--- config.mk ---
export PLATFORM = sky130hd
export DESIGN_NAME = or1200_vlx_rd
export DESIGN_NICKNAME = d
export VERILOG_FILES = /design/src/rtl/or1200_vlx_rd.sv
export SDC_FILE = /design/constraint.sdc
export NUM_CORES = 1
export LEC_CHECK = 0
export CAP_MARGIN = 20
export CORE_MARGIN = 2
export CORE_UTILIZATION = 30
export CTS_CLUSTER_DIAMETER = 40
export DETAILED_ROUTE_END_ITERATION = 8
export HOLD_SLACK_MARGIN = 0.1
export PLACE_DENSITY = 0.52
export SYNTH_ARGS = -nofsm -noshare
export SYNTH_HDL_FRONTEND = slang
export SYNTH_SLANG_ARGS = --single-unit
--- constraint.sdc ---
create_clock -name clk_i -period 4.8 [get_ports clk_i]
set_input_delay 0.48 -clock clk_i [delete_from_list [all_inputs] [get_ports clk_i]]
set_output_delay 0.48 -clock clk_i [all_outputs]
set_load 0.005 [all_outputs]
--- src/rtl/or1200_vlx_rd.sv ---
// Variable-length bit reader: fetches bytes from memory into an MSB-aligned bit
// buffer, removes JPEG-style 0xFF00 stuffing and stops at markers.
module or1200_vlx_rd (
  input  logic        clk_i,
  input  logic        rst_i,
  input  logic        get_bit_op_i,
  input  logic [4:0]  num_bits_to_read_i,
  input  logic        ack_i,
  input  logic [31:0] dat_i,
  input  logic        spr_cs,
  input  logic        spr_write,
  input  logic [1:0]  spr_addr,
  input  logic [31:0] spr_dat_i,
  output logic [31:0] spr_dat_o,
  output logic        stall_cpu_o,
  output logic [31:0] vlx_addr_o,
  output logic        load_byte_o,
  output logic [31:0] bits_o
);

  typedef enum logic [1:0] {IDLE, FETCH, DRAIN, HALT} state_t;

  state_t             state_p0;
  logic        [31:0] buf_p0;
  logic        [5:0]  cnt_p0;
  logic        [31:0] addr_p0;
  logic               ff_p0;
  logic               marker_p0;

  logic        [4:0]  n_eff;
  logic               req;
  logic               avail;
  logic               consume;
  logic               accept;
  logic               addr_wr;
  logic        [7:0]  byte_in;
  logic        [31:0] pad_mask;
  logic        [31:0] view;
  logic        [31:0] buf_after;
  logic        [5:0]  cnt_after;
  logic               unused_inputs;

  function automatic logic [4:0] sat_n(input logic [4:0] n);
    return (n > 5'd16) ? 5'd16 : n;
  endfunction

  assign unused_inputs = ^{spr_addr[0], dat_i[31:8]};

  assign n_eff       = sat_n(num_bits_to_read_i);
  assign byte_in     = dat_i[7:0];
  assign addr_wr     = spr_cs & spr_write & spr_addr[1];
  assign req         = get_bit_op_i && (n_eff != 5'd0) && (state_p0 != IDLE);
  assign avail       = (state_p0 == HALT) || ({1'b0, n_eff} <= cnt_p0);
  assign consume     = req && avail;
  assign stall_cpu_o = req && !avail;
  assign load_byte_o = ((state_p0 == FETCH) && (cnt_p0 <= 6'd24)) || (state_p0 == DRAIN);
  assign accept      = (state_p0 == FETCH) && load_byte_o && ack_i;
  assign vlx_addr_o  = addr_p0;
  assign spr_dat_o   = spr_addr[1] ? addr_p0 : {marker_p0, 25'b0, cnt_p0};

  // After a marker the stream is exhausted; bits past the valid ones read as 1.
  assign pad_mask = (state_p0 != HALT) ? 32'h0 :
                    (cnt_p0 >= 6'd32)  ? 32'h0 : (32'hFFFF_FFFF >> cnt_p0);
  assign view     = buf_p0 | pad_mask;
  assign bits_o   = consume ? (view >> (6'd32 - {1'b0, n_eff})) : 32'h0;

  always_comb begin
    buf_after = buf_p0;
    cnt_after = cnt_p0;
    if (consume) begin
      buf_after = buf_p0 << n_eff;
      cnt_after = ({1'b0, n_eff} > cnt_p0) ? 6'd0 : (cnt_p0 - {1'b0, n_eff});
    end
  end

  always_ff @(posedge clk_i) begin
    if (rst_i) begin
      state_p0  <= IDLE;
      buf_p0    <= 32'h0;
      cnt_p0    <= 6'd0;
      addr_p0   <= 32'h0;
      ff_p0     <= 1'b0;
      marker_p0 <= 1'b0;
    end else if (addr_wr) begin
      addr_p0   <= spr_dat_i;
      buf_p0    <= 32'h0;
      cnt_p0    <= 6'd0;
      ff_p0     <= 1'b0;
      marker_p0 <= 1'b0;
      // A load still in flight must be retired before fetching from the new address.
      state_p0  <= (load_byte_o && !ack_i) ? DRAIN : FETCH;
    end else begin
      buf_p0 <= buf_after;
      cnt_p0 <= cnt_after;
      case (state_p0)
        FETCH: begin
          if (accept) begin
            addr_p0 <= addr_p0 + 32'd1;
            if (ff_p0) begin
              ff_p0 <= 1'b0;
              if (byte_in != 8'h00) begin
                marker_p0 <= 1'b1;
                state_p0  <= HALT;
              end
            end else begin
              buf_p0 <= buf_after | ({byte_in, 24'h0} >> cnt_after);
              cnt_p0 <= cnt_after + 6'd8;
              ff_p0  <= (byte_in == 8'hFF);
            end
          end
        end
        DRAIN: begin
          if (ack_i) state_p0 <= FETCH;
        end
        default: ;
      endcase
    end
  end

endmodule

==> results.yml, run 1 <==
sta:
  worst_pin_slew_ps: 894
  max_freq_ghz: 0.216
  worst_hold_slack_ps: 490
  hold_viol_final: 0
  max-slew-margin-rel_pct: 40.4
  min_period_ps: 4640
  fin_skew_ps: 12.2
  finalMaxSlewViolations: 0
  min_period_over_period_pct: 96.6
  rsz0062_at_grt: "no"
  setup_viol: 0
detailed_routing:
  drt-initial-drc-count: 932
  wl_per_cell_um: 20.9
  drc_errors: 0
  wl_met3_mm: 2.58
  m1WireLength_mm: 15.0
  firstDrtPassIters: 5
  antenna_left: 0
  vias: 9402
  viasPerCell: 5.94
  wl_mm: 33.1
  met2WireLength_mm: 14.7
  top_layer: "met4"
floorplanning:
  pin_count: 175
  core_um2: 27000
  dieArea_um2: 28800
  row_count: 60
  fp.dieH_um: 170
  start_util_pct: 30.6
  die_w_um: 170
yosys:
  yosys.area.top_type_share_pct: 18.0
  syn_area_um2: 8240
  ys_seq_area_share_pct: 18.0
  ys_async_sr_fraction_pct: 0
  synth.area.top_cells: "dfxtp_1 (18%), mux2i_1 (10%), mux4_2 (5.5%), nor2_1 (5.1%), a211oi_1 (5.0%)"
  synth_common_cells: "nor2_1 (113), nand2_1 (108), mux2i_1 (86), dfxtp_1 (74), a21oi_1 (69)"
  synth_ff_type: "dfxtp_1"
  netlist_instances: 1115
  ys_ff_latch: 74
  synth_top_area_cell: "dfxtp_1"
  synth_edf_count: 0
  ys_warn_count: 0
  synth_most_common_cell: "nor2_1"
  syn-mean-instance-area_um2: 7.39
  synthesis.nets: 1202
  synthDistinctLibCells: 82
worst_setup_path:
  path_max_fanout: 6
  slowest_stage: "clkdlybuf4s50_1"
  worst-endpoint-arrival_ps: 4160
  reg2reg_depth: 11
  crit_chain: "clkdlybuf4s50_1, nor2b_4, buf_4, ha_1, fa_2, nor2b_4, o31a_4, o31ai_4, or3_4, o41ai_4, buf_4, buf_4, or4_1, o211ai_1, clkdlybuf4s50_1"
  rrSetupSlack_ps: 1000
  cp.required_ps: 4320
  worst_setup_path_start_kind: "input pin"
  path_buf_inv: 5
  endpoint_kind: "output pin"
  path_class: "in2out"
  worst_path_most_repeated_cell: "buf_4"
  max_stage_delay_ps: 540
  cp_top_family: "buffers and inverters"
  cp_num_cells: 15
grt:
  antenna_found_initial: 0
  grt_pass1_wl_mm: 51.1
  track_usage_pct: 22.5
  grt_pass1_vias: 8679
  grt_max_degree: 67
  overflow: 0
finish:
  area_delta_synth_final_pct: 28.5
  regArea_um2: 1480
  multi_input_area_um2: 6360
  n_antenna_cell: 0
  fin_nets: 1324
  drive_above_1_share_pct: 11.4
  fin_util_pct: 39.3
  n_fill_cell: 2812
min_path:
  hold_path_depth: 2
  min_path_type: "reg2reg"
cts:
  htreeDepth: 3
  cts_root_buffer: "clkbuf_16"
  cts_tree: "yes"
  cts_buffer_depth: 2
  cts_hold_buf: 0
  cts_buffers: 9
  path_clk_slew_ps: 60
  clk-insertion-delay-late_ps: 340
  clock_sinks: 74
place:
  hpwl_mm: 25.0
  numPortBuffers: 149
  place_congestion: 0.971
power:
  powerDensity_nw_per_um2: 183
  ir_drop_mv: 0.153
  leakage_nw: 3.69
  total_power_w: 0.00194
status:
  status: "completed"
run:
  cap_violations: 0
-- worst register-to-register path, stage by stage (launching register included) --
cell and delay [ps]:
dfxtp_1 310, inv_1 280, ha_1 260, fa_2 250, nor2b_4 60, o31ai_4 370, o211ai_1 220, nor2_1 670
mux2i_1 390, mux2i_1 150, o22ai_1 490, o221ai_1 210
-- kinds of logic after synthesis --
family          after synthesis  share of synthesized area, %
simple gates                415                          24.6
compound gates              348                          28.9
buf+inv                     117                          5.84
fa+ha+maj                    10                          1.61
mux                         118                          17.5
xor+xnor                     33                          3.51
flops                        74                          18.0
-- layout by cell type (no fill, tap or decap), types with 6 or more instances in the layout --
cell,count
a211oi_1,55
a21oi_1,69
a221oi_1,7
a22oi_1,15
a311oi_1,13
a31oi_1,24
and2_1,31
and3_1,16
buf_4,57
clkbuf_16,9
clkdlybuf4s50_1,148
dfxtp_1,74
ha_1,9
inv_1,17
mux2_2,12
mux2i_1,86
mux4_2,20
nand2_1,108
nand3_1,37
nand4_1,16
nor2_1,112
nor3_1,32
nor4_1,7
o211ai_1,12
o21a_1,10
o21ai_0,60
o221ai_1,6
o22ai_1,27
o31ai_1,9
or3_1,12
xnor2_1,7
xor2_1,24
-- flip-flops by register name (all words and copies together) (netlist names) --
name / cells
buf_p0: 32
vlx_addr_o: 32
ff_p0: 1
cnt_p0: 6
state_p0: 2
marker_p0: 1
-- per-stage QoR --
stage / std cells / area (um^2) / TNS [ps] / worst slack, ps
after global routing: 1582 / 10600 / 0 / 15.1
after global placement: 1565 / 10200 / -4.77 / -3.15
after CTS: 1580 / 10500 / -9.05 / -9.05
final: 1582 / 10600 / 0 / 162
after floorplan: 1115 / 8240 / 0 / 496
after detailed placement: 1565 / 10200 / -10.1 / -6.73
-- cell type report --
class | instances | area share (%)
Multi-Input combinational cell | 924 | 60.0
Sequential cell | 74 | 14.0
Clock inverter | 5 | 0.531
Timing Repair Buffer | 209 | 18.6
Inverter | 19 | 0.673
Clock buffer | 10 | 2.16
Tap cell | 341 | 4.03
-- where the power goes --
group          internal (W)  switching, W
logic              0.000263      0.000333
clock network      0.000399      0.000277
registers          0.000633     0.0000312
-- layer usage --
| metal | vias to the layer above | GRT usage, % |
|---|---|---|
| met5 | - | 0 |
| met4 | 0 | 6.65 |
| met3 | 53 | 4.13 |
| met2 | 443 | 34.8 |
| met1 | 4442 | 31.8 |
| li1 | 4464 | - |
-- final timing paths --
| kind | from | end |
|---|---|---|
| worst max-delay path | num_bits_to_read_i[0] | bits_o[3] |
| worst min-delay path | marker_p0$_SDFFE_PP0P_ | marker_p0$_SDFFE_PP0P_ |
| worst max register to register | cnt_p0[0]$_SDFF_PP0_ | buf_p0[17]$_SDFF_PP0_ |
| worst min register to register | marker_p0$_SDFFE_PP0P_ | marker_p0$_SDFFE_PP0P_ |
-- timing repair --
| item | CTS | global route |
|---|---|---|
| resized for setup | 2 | 10 |
| endpoints found under the setup margin | 9 | 30 |
| pin swaps | 0 | 1 |
| buffers inserted | 0 | 1 |
Note: power is estimated with default switching activity, not from simulation.
==> run 2, diff against run 1 <==
==> constraint.sdc (replaced) <==
create_clock -name clk_i -period 5 [get_ports clk_i]
set_input_delay 0.5 -clock clk_i [delete_from_list [all_inputs] [get_ports clk_i]]
set_output_delay 0.5 -clock clk_i [all_outputs]
set_load 0.005 [all_outputs]
==> run 2 against run 1 <==
Effect of this change: global-route usage about the same; sequential share of layout area is 0.055 points higher; first-iteration DRC count is 7.2% higher; utilization shrank 0.15 points; clock power rose by 8.9%; register-to-register slack better by 60 ps; power increased by 0.19%; die area unchanged; non-clock buffer count shrank 7; final cell count is 0.38% lower; wire length grew 0.16%; largest cell class unchanged.
==> results.yml, run 2 (synthesized netlist as in run 1, its figures left out) <==
detailed_routing:
  wl_mm: 33.2
  drt-initial-drc-count: 999
  antenna_left: 0
  firstDrtPassIters: 5
  wl_per_cell_um: 21.0
  viasPerCell: 5.93
  drc_errors: 0
  vias: 9348
place:
  numPortBuffers: 149
  place_congestion: 0.929
  hpwl_mm: 24.9
  dp.cells: 1558
run:
  cap_violations: 0
sta:
  max_freq_ghz: 0.203
  setup_viol: 0
  worst_pin_slew_ps: 977
  min_period_over_period_pct: 98.7
  min_period_ps: 4930
  hold_viol_final: 0
  max-slew-margin-rel_pct: 34.6
  tns_ps: 0
  finalMaxSlewViolations: 0
  fin_skew_ps: 12.5
  rsz0062_at_grt: "no"
worst_setup_path:
  crit_chain: "clkdlybuf4s50_1, nor2b_4, inv_2, ha_1, and3_1, ha_1, nand2b_1, or2_2, a31oi_2, o41ai_4, buf_4, buf_4, or4_1, o211ai_1, clkdlybuf4s50_1"
  r2r_end: "buf_p0[25]$_SDFF_PP0_"
  endpoint_kind: "output pin"
  max_stage_delay_ps: 550
  worst-endpoint-arrival_ps: 4430
  cp_top_family: "buffers and inverters"
  startpoint: "num_bits_to_read_i[0]"
  cp.required_ps: 4500
  slowest_stage: "clkdlybuf4s50_1"
  reg2reg_depth: 9
  cp_num_cells: 15
  cp-endpoint: "bits_o[3]"
  worst_setup_path_start_kind: "input pin"
  rrSetupSlack_ps: 1060
  path_buf_inv: 5
  path_max_fanout: 4
  path_class: "in2out"
  r2r-start: "cnt_p0[4]$_SDFF_PP0_"
power:
  leakage_nw: 3.68
  powerDensity_nw_per_um2: 184
  ir_drop_mv: 0.146
  total_power_w: 0.00194
status:
  status: "completed"
cts:
  clk-insertion-delay-late_ps: 340
  cts_buffer_depth: 2
  cts_tree: "yes"
  path_clk_slew_ps: 60
  cts_root_buffer: "clkbuf_16"
  clock_sinks: 74
  htreeDepth: 3
  cts_buffers: 9
  cts_hold_buf: 0
finish:
  drive_above_1_share_pct: 10.9
  area_delta_synth_final_pct: 28.0
  final_cell_mix: "clkdlybuf4s50_1 (148), nor2_1 (112), nand2_1 (107), mux2i_1 (86), dfxtp_1 (74)"
  final_common_cell: "clkdlybuf4s50_1"
  stdcell_count: 1576
  n_antenna_cell: 0
  n_fill_cell: 2811
  fin_nets: 1317
floorplanning:
  dieArea_um2: 28800
  fp.dieH_um: 170
  die_w_um: 170
  start_util_pct: 30.6
  pin_count: 175
  core_um2: 27000
  row_count: 60
grt:
  grt_pass1_vias: 8765
  grt_pass1_wl_mm: 51.2
  grt_max_degree: 57
  overflow: 0
  antenna_found_initial: 0
  track_usage_pct: 22.5
min_path:
  min_path_type: "reg2reg"
[run 2: cell count changes in the layout (fill, tap and decap cells not counted), sizes merged]
cell,change
buf,-7
bufinv,+1
clkbuf,+2
clkinv,-1
clkinvlp,-1
[run 2: report_power, final]
| part | total (W) | internal [W] | leakage [nW] | switching, W |
|---|---|---|---|---|
| Sequential | 0.000637 | 0.000608 | 0.601 | 0.0000299 |
| Clock | 0.000736 | 0.000465 | 0.163 | 0.000271 |
| Combinational | 0.000566 | 0.000248 | 2.91 | 0.000318 |
[run 2: cell type report]
cell class	instances	area, um^2	area share, %
clock buffers	12	256	2.43
inverters	19	71.3	0.676
clock inverters	4	73.8	0.700
flip-flops and latches	74	1480	14.0
well taps	341	427	4.04
multi-input cells	924	6330	60.0
repair buffers	202	1910	18.1
[run 2: worst min-delay path by stage]
stage                            from                      to  slack [ps]  cells after the start
2_1_floorplan  marker_p0$_SDFFE_PP0P_  marker_p0$_SDFFE_PP0P_         440                      2
3_5_place_dp   marker_p0$_SDFFE_PP0P_  marker_p0$_SDFFE_PP0P_         490                      2
3_3_place_gp   marker_p0$_SDFFE_PP0P_  marker_p0$_SDFFE_PP0P_         480                      2
5_1_grt        marker_p0$_SDFFE_PP0P_  marker_p0$_SDFFE_PP0P_         570                      2
4_1_cts        marker_p0$_SDFFE_PP0P_  marker_p0$_SDFFE_PP0P_         500                      2
6_report       marker_p0$_SDFFE_PP0P_  marker_p0$_SDFFE_PP0P_         500                      2
[run 2: timing repair]
item,in CTS,in global routing
setup buffers,0,1
setup endpoints to repair,0,23
gates resized for setup,0,6
[run 2: per-layer routing]
layer / track usage [%] / part of all wire (%) / wire [um]
met5: 0 / 0 / 0
met4: 6.09 / 2.0 / 647
met3: 3.78 / 6.7 / 2230
met2: 35.6 / 45 / 14900
met1: 31.6 / 46 / 15400
[run 2: worst register-to-register path, delay by kind of cell (launching register included)]
kind,cells,cell delay (ps)
adder cells (fa/ha/maj),1,400
flip-flops,1,730
AO/OA/AOI/OAI,7,2160
buffers and inverters,1,490
[run 2: metrics by stage]
step	worst slack [ps]	hold WS, ps	utilization, %	instance area [um^2]
2_1_floorplan	656	436	-	8240
6_report	66.9	502	39.2	10600
5_1_grt	10.6	566	39.2	10600
3_5_place_dp	28.7	493	37.8	10200
3_3_place_gp	63.5	482	37.8	10200
4_1_cts	10.2	503	39.0	10500
==> run 3, diff against run 2 <==
--- a/config.mk
+++ b/config.mk
@@ -6,7 +6,7 @@
 export NUM_CORES = 1
 export LEC_CHECK = 0
 export CAP_MARGIN = 20
-export CORE_MARGIN = 2
+export CORE_MARGIN = 5
 export CORE_UTILIZATION = 30
 export CTS_CLUSTER_DIAMETER = 40
 export DETAILED_ROUTE_END_ITERATION = 8
==> run 3 against run 2 <==
Effect of this change: register-to-register slack better by 230 ps; setup slack better by 110 ps; non-clock buffer count up 11; sequential cell count unchanged; fmax up 2.2%; sequential share of layout area down 0.080 points; via count up 0.15%; first-iteration DRC count up 11%; utilization up 0.11 points; final cell count up 0.70%; largest cell class unchanged.
==> results.yml, run 3 (synthesized netlist as in run 1, its figures left out) <==
status:
  status: "completed"
grt:
  antenna_found_initial: 0
  grt_max_degree: 67
  overflow: 0
  grt_pass1_wl_mm: 52.2
  grt_pass1_vias: 8989
  track_usage_pct: 20.9
power:
  switchingPower_w: 0.000614
  cell_internal_pwr_w: 0.00130
  leakage_nw: 3.73
  powerDensity_nw_per_um2: 181
  pwr-share-clk_pct: 37.4
  ir_drop_mv: 0.166
  swShare_pct: 32.0
  power_frac_comb_pct: 29.4
  seq_power_share_pct: 33.2
floorplanning:
  die_w_um: 176
  row_count: 60
  start_util_pct: 30.5
  pin_count: 175
  dieArea_um2: 30900
  core_um2: 27000
  fp.dieH_um: 176
cts:
  cts_buffer_depth: 2
  cts_root_buffer: "clkbuf_16"
  clk-insertion-delay-late_ps: 350
  cts_buffers: 9
  cts_hold_buf: 0
  path_clk_slew_ps: 60
  cts_tree: "yes"
  htreeDepth: 3
  clock_sinks: 74
min_path:
  min_path_type: "reg2reg"
sta:
  tns_ps: 0
  min_period_ps: 4830
  min_period_over_period_pct: 96.5
  hold_viol_final: 0
  rsz0062_at_grt: "no"
  finalMaxSlewViolations: 0
  worst_pin_slew_ps: 871
  max_freq_ghz: 0.207
  max-slew-margin-rel_pct: 41.7
  setup_viol: 0
  fin_skew_ps: 9.11
worst_setup_path:
  r2r-start: "cnt_p0[2]$_SDFF_PP0_"
  worst_setup_path_start_kind: "input pin"
  rrSetupSlack_ps: 1290
  startpoint: "num_bits_to_read_i[1]"
  r2r_end: "buf_p0[17]$_SDFF_PP0_"
  endpoint_kind: "output pin"
  worst-endpoint-arrival_ps: 4330
  reg2reg_depth: 12
  cp.required_ps: 4500
  cp-endpoint: "bits_o[1]"
  path_max_fanout: 6
  path_class: "in2out"
detailed_routing:
  m1WireLength_mm: 15.2
  firstDrtPassIters: 6
  drc_errors: 0
  met2WireLength_mm: 15.1
  wl_mm: 33.3
  drt-initial-drc-count: 1104
  top_layer: "met4"
  viasPerCell: 5.90
  wl_met3_mm: 2.47
  wl_per_cell_um: 21.0
  antenna_left: 0
  vias: 9362
place:
  hpwl_mm: 25.4
  place_congestion: 0.916
  numPortBuffers: 149
  dp.cells: 1563
finish:
  n_antenna_cell: 0
  n_fill_cell: 2857
  final_common_cell: "clkdlybuf4s50_1"
  area_delta_synth_final_pct: 28.8
  stdcell_count: 1587
  final_cell_mix: "clkdlybuf4s50_1 (148), nor2_1 (112), nand2_1 (108), mux2i_1 (86), dfxtp_1 (74)"
  fin_nets: 1328
  drive_above_1_share_pct: 11.6
run:
  cap_violations: 0
## run 3: area by class of cell
type | count | area (um^2) | share of cell area [%]
Inverter | 19 | 71.3 | 0.672
Tap cell | 341 | 427 | 4.02
Sequential cell | 74 | 1480 | 14.0
Clock inverter | 5 | 77.6 | 0.731
Multi-Input combinational cell | 924 | 6340 | 59.7
Timing Repair Buffer | 213 | 1970 | 18.6
Clock buffer | 11 | 243 | 2.29
## run 3: power groups by stage
stage / Clock [W] / Combinational (W) / Sequential, W
6_report: 0.000717 / 0.000564 / 0.000637
3_3_place_gp: 0 / 0.000552 / 0.000649
4_1_cts: 0.000725 / 0.000555 / 0.000636
3_5_place_dp: 0 / 0.000553 / 0.000649
2_1_floorplan: 0 / 0.000339 / 0.000641
5_1_grt: 0.000750 / 0.000611 / 0.000640
## run 3: worst min path at each step
stage	from	end	cells after the start
4_1_cts	marker_p0$_SDFFE_PP0P_	marker_p0$_SDFFE_PP0P_	2
3_5_place_dp	marker_p0$_SDFFE_PP0P_	marker_p0$_SDFFE_PP0P_	2
2_1_floorplan	marker_p0$_SDFFE_PP0P_	marker_p0$_SDFFE_PP0P_	2
6_report	marker_p0$_SDFFE_PP0P_	marker_p0$_SDFFE_PP0P_	2
3_3_place_gp	marker_p0$_SDFFE_PP0P_	marker_p0$_SDFFE_PP0P_	2
5_1_grt	marker_p0$_SDFFE_PP0P_	marker_p0$_SDFFE_PP0P_	2
## run 3: worst max-delay path: stages
cell	delay, ps
clkdlybuf4s50_1	530
nor2b_4	180
inv_1	60
ha_1	200
and3_1	150
ha_1	260
nand2b_1	230
nor2_2	220
o31ai_4	110
or3_1	370
o41ai_4	280
buf_4	190
buf_4	150
nor3_4	60
a32oi_1	240
o21ai_0	120
clkdlybuf4s50_1	470
## run 3: layer usage
metal	GRT usage (%)	vias up
li1	-	4471
met1	29.5	4444
met2	33.0	399
met3	3.92	48
met4	4.78	0
met5	0	-
## run 3: through the flow
step	hold WS (ps)	area (um^2)	setup slack (ps)	total power [W]	util, %
3_5_place_dp	471	10200	11.1	0.00120	37.8
4_1_cts	487	10500	2.47	0.00192	39.0
3_3_place_gp	453	10200	60.1	0.00120	37.8
6_report	474	10600	173	0.00192	39.3
2_1_floorplan	436	8240	656	0.000980	-
5_1_grt	518	10600	5.26	0.00200	39.3
## run 3: repair_timing
| item | 4_1_cts | 5_1_grt |
|---|---|---|
| setup endpoints to repair | 0 | 22 |
| resized for setup | 0 | 6 |
| setup buffers | 0 | 8 |
